### config.mk
export PLATFORM = sky130hd
export DESIGN_NAME = serial_bit_feeder
export DESIGN_NICKNAME = d
export VERILOG_FILES = /design/src/rtl/serial_fsm_pkg.sv /design/src/rtl/serial_bit_feeder_bit_shift_reg.sv /design/src/rtl/serial_bit_feeder.sv
export SDC_FILE = /design/constraint.sdc
export NUM_CORES = 1
export LEC_CHECK = 0
export ABC_AREA = 1
export CAP_MARGIN = 30
export CORE_UTILIZATION = 47
export DETAILED_ROUTE_END_ITERATION = 10
export PLACE_DENSITY = 0.86
export SLEW_MARGIN = 40
export SYNTH_ARGS = -nofsm -noshare
export SYNTH_HDL_FRONTEND = slang
export SYNTH_SLANG_ARGS = --single-unit
### constraint.sdc
create_clock -name clk -period 1.5 [get_ports clk]
set_input_delay 0.225 -clock clk [delete_from_list [all_inputs] [get_ports clk]]
set_output_delay 0.225 -clock clk [all_outputs]
set_load 0.03 [all_outputs]
### src/rtl/serial_fsm_pkg.sv
// Shared state encodings and helpers for the serial feeder and the detector blocks.
package serial_fsm_pkg;

   typedef enum logic [1:0] {
      IDLE   = 2'd0,
      SHIFT  = 2'd1,
      PARITY = 2'd2,
      GAP    = 2'd3
   } feeder_state_t;

   localparam int GAP_W = 4;

   function automatic int cnt_width(input int n);
      if (n <= 2) begin
         return 1;
      end else begin
         return $clog2(n);
      end
   endfunction

   function automatic logic even_parity(input logic [31:0] d);
      return ^d;
   endfunction

endpackage

### src/rtl/serial_bit_feeder_bit_shift_reg.sv
// Loadable shift register; holds the not-yet-presented bits of the current word,
// so the load value already has the first bit (exposed on 'first') removed.
module bit_shift_reg #(
   parameter int WIDTH     = 8,
   parameter int MSB_FIRST = 1
) (
   input  logic             clk,
   input  logic             rst_n,
   input  logic             load,
   input  logic [WIDTH-1:0] load_data,
   input  logic             shift_en,
   output logic             first,
   output logic             tap
);

   logic [WIDTH-1:0] data_r;
   logic [WIDTH-1:0] load_next_s;
   logic [WIDTH-1:0] shift_next_s;

   // Direction-dependent taps and next values
   always_comb begin
      if (MSB_FIRST != 0) begin
         first        = load_data[WIDTH-1];
         tap          = data_r[WIDTH-1];
         load_next_s  = {load_data[WIDTH-2:0], 1'b0};
         shift_next_s = {data_r[WIDTH-2:0], 1'b0};
      end else begin
         first        = load_data[0];
         tap          = data_r[0];
         load_next_s  = {1'b0, load_data[WIDTH-1:1]};
         shift_next_s = {1'b0, data_r[WIDTH-1:1]};
      end
   end

   // Storage; load wins over shift
   always_ff @(posedge clk or negedge rst_n) begin
      if (!rst_n) begin
         data_r <= {WIDTH{1'b0}};
      end else if (load) begin
         data_r <= load_next_s;
      end else if (shift_en) begin
         data_r <= shift_next_s;
      end else begin
         data_r <= data_r;
      end
   end

endmodule

### src/rtl/serial_bit_feeder.sv
// Parallel-to-serial feeder: valid/ready word in, one qualified bit per clock out.
// Optional trailing even-parity bit when SERIAL_FEEDER_PARITY_EN is defined.
module serial_bit_feeder
   import serial_fsm_pkg::*;
#(
   parameter int WIDTH      = 8,
   parameter int MSB_FIRST  = 1,
   parameter int GAP_CYCLES = 0
) (
   input  logic             clk,
   input  logic             rst_n,
   input  logic [WIDTH-1:0] in_data,
   input  logic             in_valid,
   output logic             in_ready,
   input  logic             stall,
   output logic             ser_out,
   output logic             ser_valid,
   output logic             busy,
   output logic             word_done
);

   localparam int                CW       = cnt_width(WIDTH);
   localparam logic [CW-1:0]     LAST     = CW'(WIDTH - 1);
   localparam logic [CW-1:0]     PENULT   = CW'(WIDTH - 2);
   localparam bit                HAS_GAP  = (GAP_CYCLES > 0);
   localparam logic [GAP_W-1:0]  GAP_LAST = GAP_W'((GAP_CYCLES > 0) ? (GAP_CYCLES - 1) : 0);

   feeder_state_t    state_r, state_s;
   logic [CW-1:0]    cnt_r, cnt_s;
   logic [GAP_W-1:0] gap_r, gap_s;
   logic             ser_out_r, ser_out_s;
   logic             ser_valid_r, ser_valid_s;
   logic             word_done_r, word_done_s;
   logic             busy_r, busy_s;
   logic             rdy_s, accept_s, load_s, shift_s;
   logic             first_s, tap_s;
`ifdef SERIAL_FEEDER_PARITY_EN
   logic             par_r;
`endif

   bit_shift_reg #(
      .WIDTH    (WIDTH),
      .MSB_FIRST(MSB_FIRST)
   ) u_sreg (
      .clk      (clk),
      .rst_n    (rst_n),
      .load     (load_s),
      .load_data(in_data),
      .shift_en (shift_s),
      .first    (first_s),
      .tap      (tap_s)
   );

   // Ready: idle, or the final presented cycle of a frame when the next word may follow directly
   always_comb begin
      rdy_s = 1'b0;
      case (state_r)
         IDLE:  rdy_s = 1'b1;
`ifdef SERIAL_FEEDER_PARITY_EN
         SHIFT:  rdy_s = 1'b0;
         PARITY: rdy_s = !HAS_GAP && !stall;
`else
         SHIFT:  rdy_s = !HAS_GAP && (cnt_r == LAST) && !stall;
`endif
         GAP:   rdy_s = (gap_r == GAP_LAST) && !stall;
         default: rdy_s = 1'b0;
      endcase
   end

   assign in_ready = rst_n & rdy_s;
   assign accept_s = in_valid & in_ready;

   // FSM state register
   always_ff @(posedge clk or negedge rst_n) begin
      if (!rst_n) begin
         state_r <= IDLE;
      end else begin
         state_r <= state_s;
      end
   end

   // FSM next state
   always_comb begin
      state_s = state_r;
      case (state_r)
         IDLE: begin
            if (accept_s) state_s = SHIFT;
            else          state_s = IDLE;
         end
         SHIFT: begin
            if (stall || (cnt_r != LAST)) begin
               state_s = SHIFT;
            end else begin
`ifdef SERIAL_FEEDER_PARITY_EN
               state_s = PARITY;
`else
               if (accept_s)     state_s = SHIFT;
               else if (HAS_GAP) state_s = GAP;
               else              state_s = IDLE;
`endif
            end
         end
`ifdef SERIAL_FEEDER_PARITY_EN
         PARITY: begin
            if (stall)         state_s = PARITY;
            else if (accept_s) state_s = SHIFT;
            else if (HAS_GAP)  state_s = GAP;
            else               state_s = IDLE;
         end
`endif
         GAP: begin
            if (stall || (gap_r != GAP_LAST)) state_s = GAP;
            else if (accept_s)                state_s = SHIFT;
            else                              state_s = IDLE;
         end
         default: state_s = IDLE;
      endcase
   end

   // FSM outputs: next values of the registered serial outputs and datapath controls
   always_comb begin
      load_s      = accept_s;
      shift_s     = 1'b0;
      cnt_s       = cnt_r;
      gap_s       = gap_r;
      ser_out_s   = ser_out_r;
      ser_valid_s = 1'b0;
      word_done_s = 1'b0;
      busy_s      = (state_s != IDLE);
      if (accept_s) begin
         ser_out_s   = first_s;
         ser_valid_s = 1'b1;
         cnt_s       = {CW{1'b0}};
      end else begin
         case (state_r)
            IDLE: ser_out_s = 1'b0;
            SHIFT: begin
               if (stall) begin
                  ser_valid_s = 1'b0;
               end else if (cnt_r != LAST) begin
                  shift_s     = 1'b1;
                  ser_out_s   = tap_s;
                  ser_valid_s = 1'b1;
                  cnt_s       = cnt_r + 1'b1;
`ifdef SERIAL_FEEDER_PARITY_EN
                  word_done_s = 1'b0;
`else
                  word_done_s = (cnt_r == PENULT);
`endif
               end else begin
`ifdef SERIAL_FEEDER_PARITY_EN
                  ser_out_s   = par_r;
                  ser_valid_s = 1'b1;
                  word_done_s = 1'b1;
`else
                  ser_out_s   = 1'b0;
                  gap_s       = {GAP_W{1'b0}};
`endif
               end
            end
`ifdef SERIAL_FEEDER_PARITY_EN
            PARITY: begin
               if (stall) begin
                  ser_valid_s = 1'b0;
               end else begin
                  ser_out_s = 1'b0;
                  gap_s     = {GAP_W{1'b0}};
               end
            end
`endif
            GAP: begin
               if (stall) begin
                  ser_valid_s = 1'b0;
               end else begin
                  ser_out_s = 1'b0;
                  gap_s     = gap_r + 1'b1;
               end
            end
            default: ser_out_s = 1'b0;
         endcase
      end
   end

   // Registered outputs, bit counter and gap timer
   always_ff @(posedge clk or negedge rst_n) begin
      if (!rst_n) begin
         cnt_r       <= {CW{1'b0}};
         gap_r       <= {GAP_W{1'b0}};
         ser_out_r   <= 1'b0;
         ser_valid_r <= 1'b0;
         word_done_r <= 1'b0;
         busy_r      <= 1'b0;
      end else begin
         cnt_r       <= cnt_s;
         gap_r       <= gap_s;
         ser_out_r   <= ser_out_s;
         ser_valid_r <= ser_valid_s;
         word_done_r <= word_done_s;
         busy_r      <= busy_s;
      end
   end

`ifdef SERIAL_FEEDER_PARITY_EN
   // Parity of the word captured at accept time
   always_ff @(posedge clk or negedge rst_n) begin
      if (!rst_n) begin
         par_r <= 1'b0;
      end else if (load_s) begin
         par_r <= even_parity(32'(in_data));
      end else begin
         par_r <= par_r;
      end
   end
`endif

   assign ser_out   = ser_out_r;
   assign ser_valid = ser_valid_r;
   assign word_done = word_done_r;
   assign busy      = busy_r;

endmodule

==> metrics.cfg <==
[setup_path]
crit_type = flip-flop to output port
path_cells = ha_2 > ha_4 > inv_2 > nand3_4 > nand2_4 > nor4_4 > buf_4
max_stage_delay_ns = 0.41
r2r_slack_ns = -0.21
cp-start-kind = flip-flop
slowest_stage = dfrtp_1
r2r_end = u_sreg.data_r[3]
worstPathRequired_ns = 1.27
regToRegStartpoint = cnt_r[0]
reg2reg_depth = 12
endpoint_kind = output port
cp.arrival_ns = 1.51
worstPathMaxFanout = 2

[global_routing]
antenna_found_initial = 0
grt_max_degree = 21
gr-total-overflow = 0
grt_pass1_wl_um = 4570
gr-usage-all-layers_pct = 24.1
first_global_vias = 1089

[final_layout]
antenna_cells = 0
syn_to_final_growth_pct = 46.5
fill_cells = 161
drive_above_1_share_pct = 28.5
layout.nets = 212
utilization_pct = 74.1

[clock_network]
htree_levels = 1
clkTransAtPathRegs_ns = 0.11
clk_latency_ns = 0.30
clockBufferDepth = 2
cts_buffers = 3
cts_hold_buf = 0
cts-root-buf = clkbuf_4
cts_sinks = 20
cts_tree = done

[job]
drv_cap = 0

[routing]
initialDrtViolationCount = 29
drt-vias-per-instance = 5.05
first_pass_iters = 4
drcViolationCount = 0
postRouteWirelength_um = 2830
wl_per_cell_um = 12.8
vias = 1116
ant_nets = 0

[yosys]
synth_area_leaders = dfrtp_1 (44%), nand2_1 (19%), inv_1 (6.6%)
synth-simple-area-share_pct = 37.4
synth_top_family_by_area = simple AND/OR/NAND/NOR gates
synthCells = 147
synth_xor_xnor_area_share_pct = 1.55
synth_nets = 164
yosysWarningCount = 0
netlist_area_um2 = 1130
muxShareOfSynthArea_pct = 0
avgSynthCellArea_um2 = 7.69
ys_ff_latch = 20
synth_cell_type_count = 22
synth_top_cell_by_area = dfrtp_1
synth.top_cell.area_share_pct = 44.3
yosysSeqAreaShare_pct = 44.3
synthAdderAreaFrac_pct = 5.54
synth_compound_area_share_pct = 1.44

[placement]
portBuffers = 16
gp_congestion = 0.874
dp_hpwl_um = 1920
pre_cts_slack_ns = -0.129

[timing]
fin_hold_ws_ns = 0.289
finalCritPeriodShare_pct = 116
finClkSkew_ns = 0.00510
slew_headroom_pct = 75.9
period_needed_ns = 1.74
worst_pin_slew_ns = 0.362
fin_ws_ns = -0.237
max_freq_mhz = 576
hold_viol_final = 0
maxSlewViolCount = 0
grt_setup_unrepaired = true
finalSetupViolations = 19

[die]
die_h_um = 51.0
start_util_pct = 50.6
die_area_um2 = 2600
die_x_um = 51.0
placement_rows = 17
core-area_um2 = 2230
boundaryPins = 17

[power]
p_per_area_nw_per_um2 = 1320
peakVddDrop_uv = 1030
p_leak_nw = 0.924

[status]
status = complete, but fails checks
violations = negative setup slack

[min_path]
hold_path.class = input pin to asynchronous set/reset pin

stage by stage:
step	setup TNS (ns)	cells	power [mW]	instance area [um^2]
2_1_floorplan	-0.0393	147	1.34	1170
3_3_place_gp	-0.762	210	1.66	1530
3_5_place_dp	-1.48	210	1.72	1530
5_1_grt	-4.37	221	2.34	1660
6_report	-3.11	221	2.19	1660
4_1_cts	-3.41	218	2.07	1620
power breakdown:
group	leakage, nW	switching (mW)	internal (mW)
Combinational	0.653	0.576	0.543
Clock	0.0138	0.164	0.0936
Sequential	0.257	0.115	0.696
Total	0.924	0.855	1.33
repair_timing:
item | in CTS | in global routing
gates resized for setup | 16 | 4
endpoints found under the setup margin | 23 | 19
pin swaps | 6 | 4
buffers inserted | 6 | 4
per-layer routing:
metal,routed length [um],vias to the layer above,GRT usage [%]
met5,0,-,0
met4,50,0,11.6
met3,114,6,4.17
met2,1480,35,41.4
met1,1180,521,28.8
li1,-,554,-
kinds of logic after synthesis:
family,count (synthesis)
flip-flops,20
adder cells (fa/ha/maj),5
XOR/XNOR,2
buffers and inverters,25
AND/OR/NAND/NOR,92
AO/OA/AOI/OAI,3
cell usage in the layout, fill, tap and decap left out:
master / n
xnor2_1: 1
buf_4: 26
inv_1: 17
nand2_2: 2
nand2_1: 53
clkbuf_4: 3
buf_6: 4
o21ai_0: 1
clkdlybuf4s50_1: 11
dfrtp_2: 1
nor2_2: 3
nor2_4: 2
nand2_4: 2
dfrtp_1: 19
ha_4: 1
nand3_4: 1
nand4_1: 8
nand4_4: 1
nor4_4: 1
inv_4: 1
a21oi_1: 1
nand3b_1: 1
ha_1: 2
nand3_1: 12
a31oi_1: 1
inv_2: 3
buf_12: 2
nor2_1: 6
ha_2: 2
xor2_1: 1
dlygate4sd2_1: 4
registers in the layout (all words and copies together), names as in the netlist:
| name | cells |
|---|---|
| ser_valid | 1 |
| busy | 1 |
| gap_r | 4 |
| ser_out | 1 |
| word_done | 1 |
| cnt_r | 3 |
| state_r | 2 |
| u_sreg.data_r | 7 |
cells in the mapped netlist:
| cell type | count |
|---|---|
| dfrtp_1 | 20 |
| buf_2 | 1 |
| xnor2_1 | 1 |
| nor2_1 | 8 |
| ha_1 | 5 |
| nand3_2 | 1 |
| nand2_1 | 57 |
| nand3b_1 | 1 |
| buf_6 | 1 |
| buf_4 | 2 |
| o21ai_0 | 1 |
| nor4_1 | 1 |
| nand3_1 | 12 |
| a21oi_1 | 1 |
| nand4_4 | 1 |
| a31oi_1 | 1 |
| nor2_2 | 2 |
| nand4_1 | 8 |
| xor2_1 | 1 |
| inv_1 | 20 |
| inv_2 | 1 |
| nor2_4 | 1 |
worst max path at each step:
stage,depth (start not counted),endpoint,from
4_1_cts,7,in_ready,cnt_r[1]
5_1_grt,7,in_ready,cnt_r[1]
2_1_floorplan,6,in_ready,cnt_r[0]
3_5_place_dp,11,u_sreg.data_r[7],cnt_r[0]
3_3_place_gp,5,in_ready,rst_n
6_report,7,in_ready,cnt_r[0]
worst max-delay path: cells and delay by family, from the launching register on:
| kind | cells | cell delay [ns] |
|---|---|---|
| buf+inv | 2 | 0.23 |
| fa+ha+maj | 2 | 0.35 |
| flops | 1 | 0.41 |
| simple gates | 3 | 0.21 |
cell type report:
class / instances / area, um^2 / share of cell area (%)
Clock buffer: 3 / 22.5 / 1.36
Inverter: 21 / 81.3 / 4.91
Sequential cell: 20 / 502 / 30.3
Multi-Input combinational cell: 102 / 589 / 35.6
Timing Repair Buffer: 47 / 425 / 25.7
Tap cell: 28 / 35.0 / 2.12
Power figures use the tool's default switching activity.
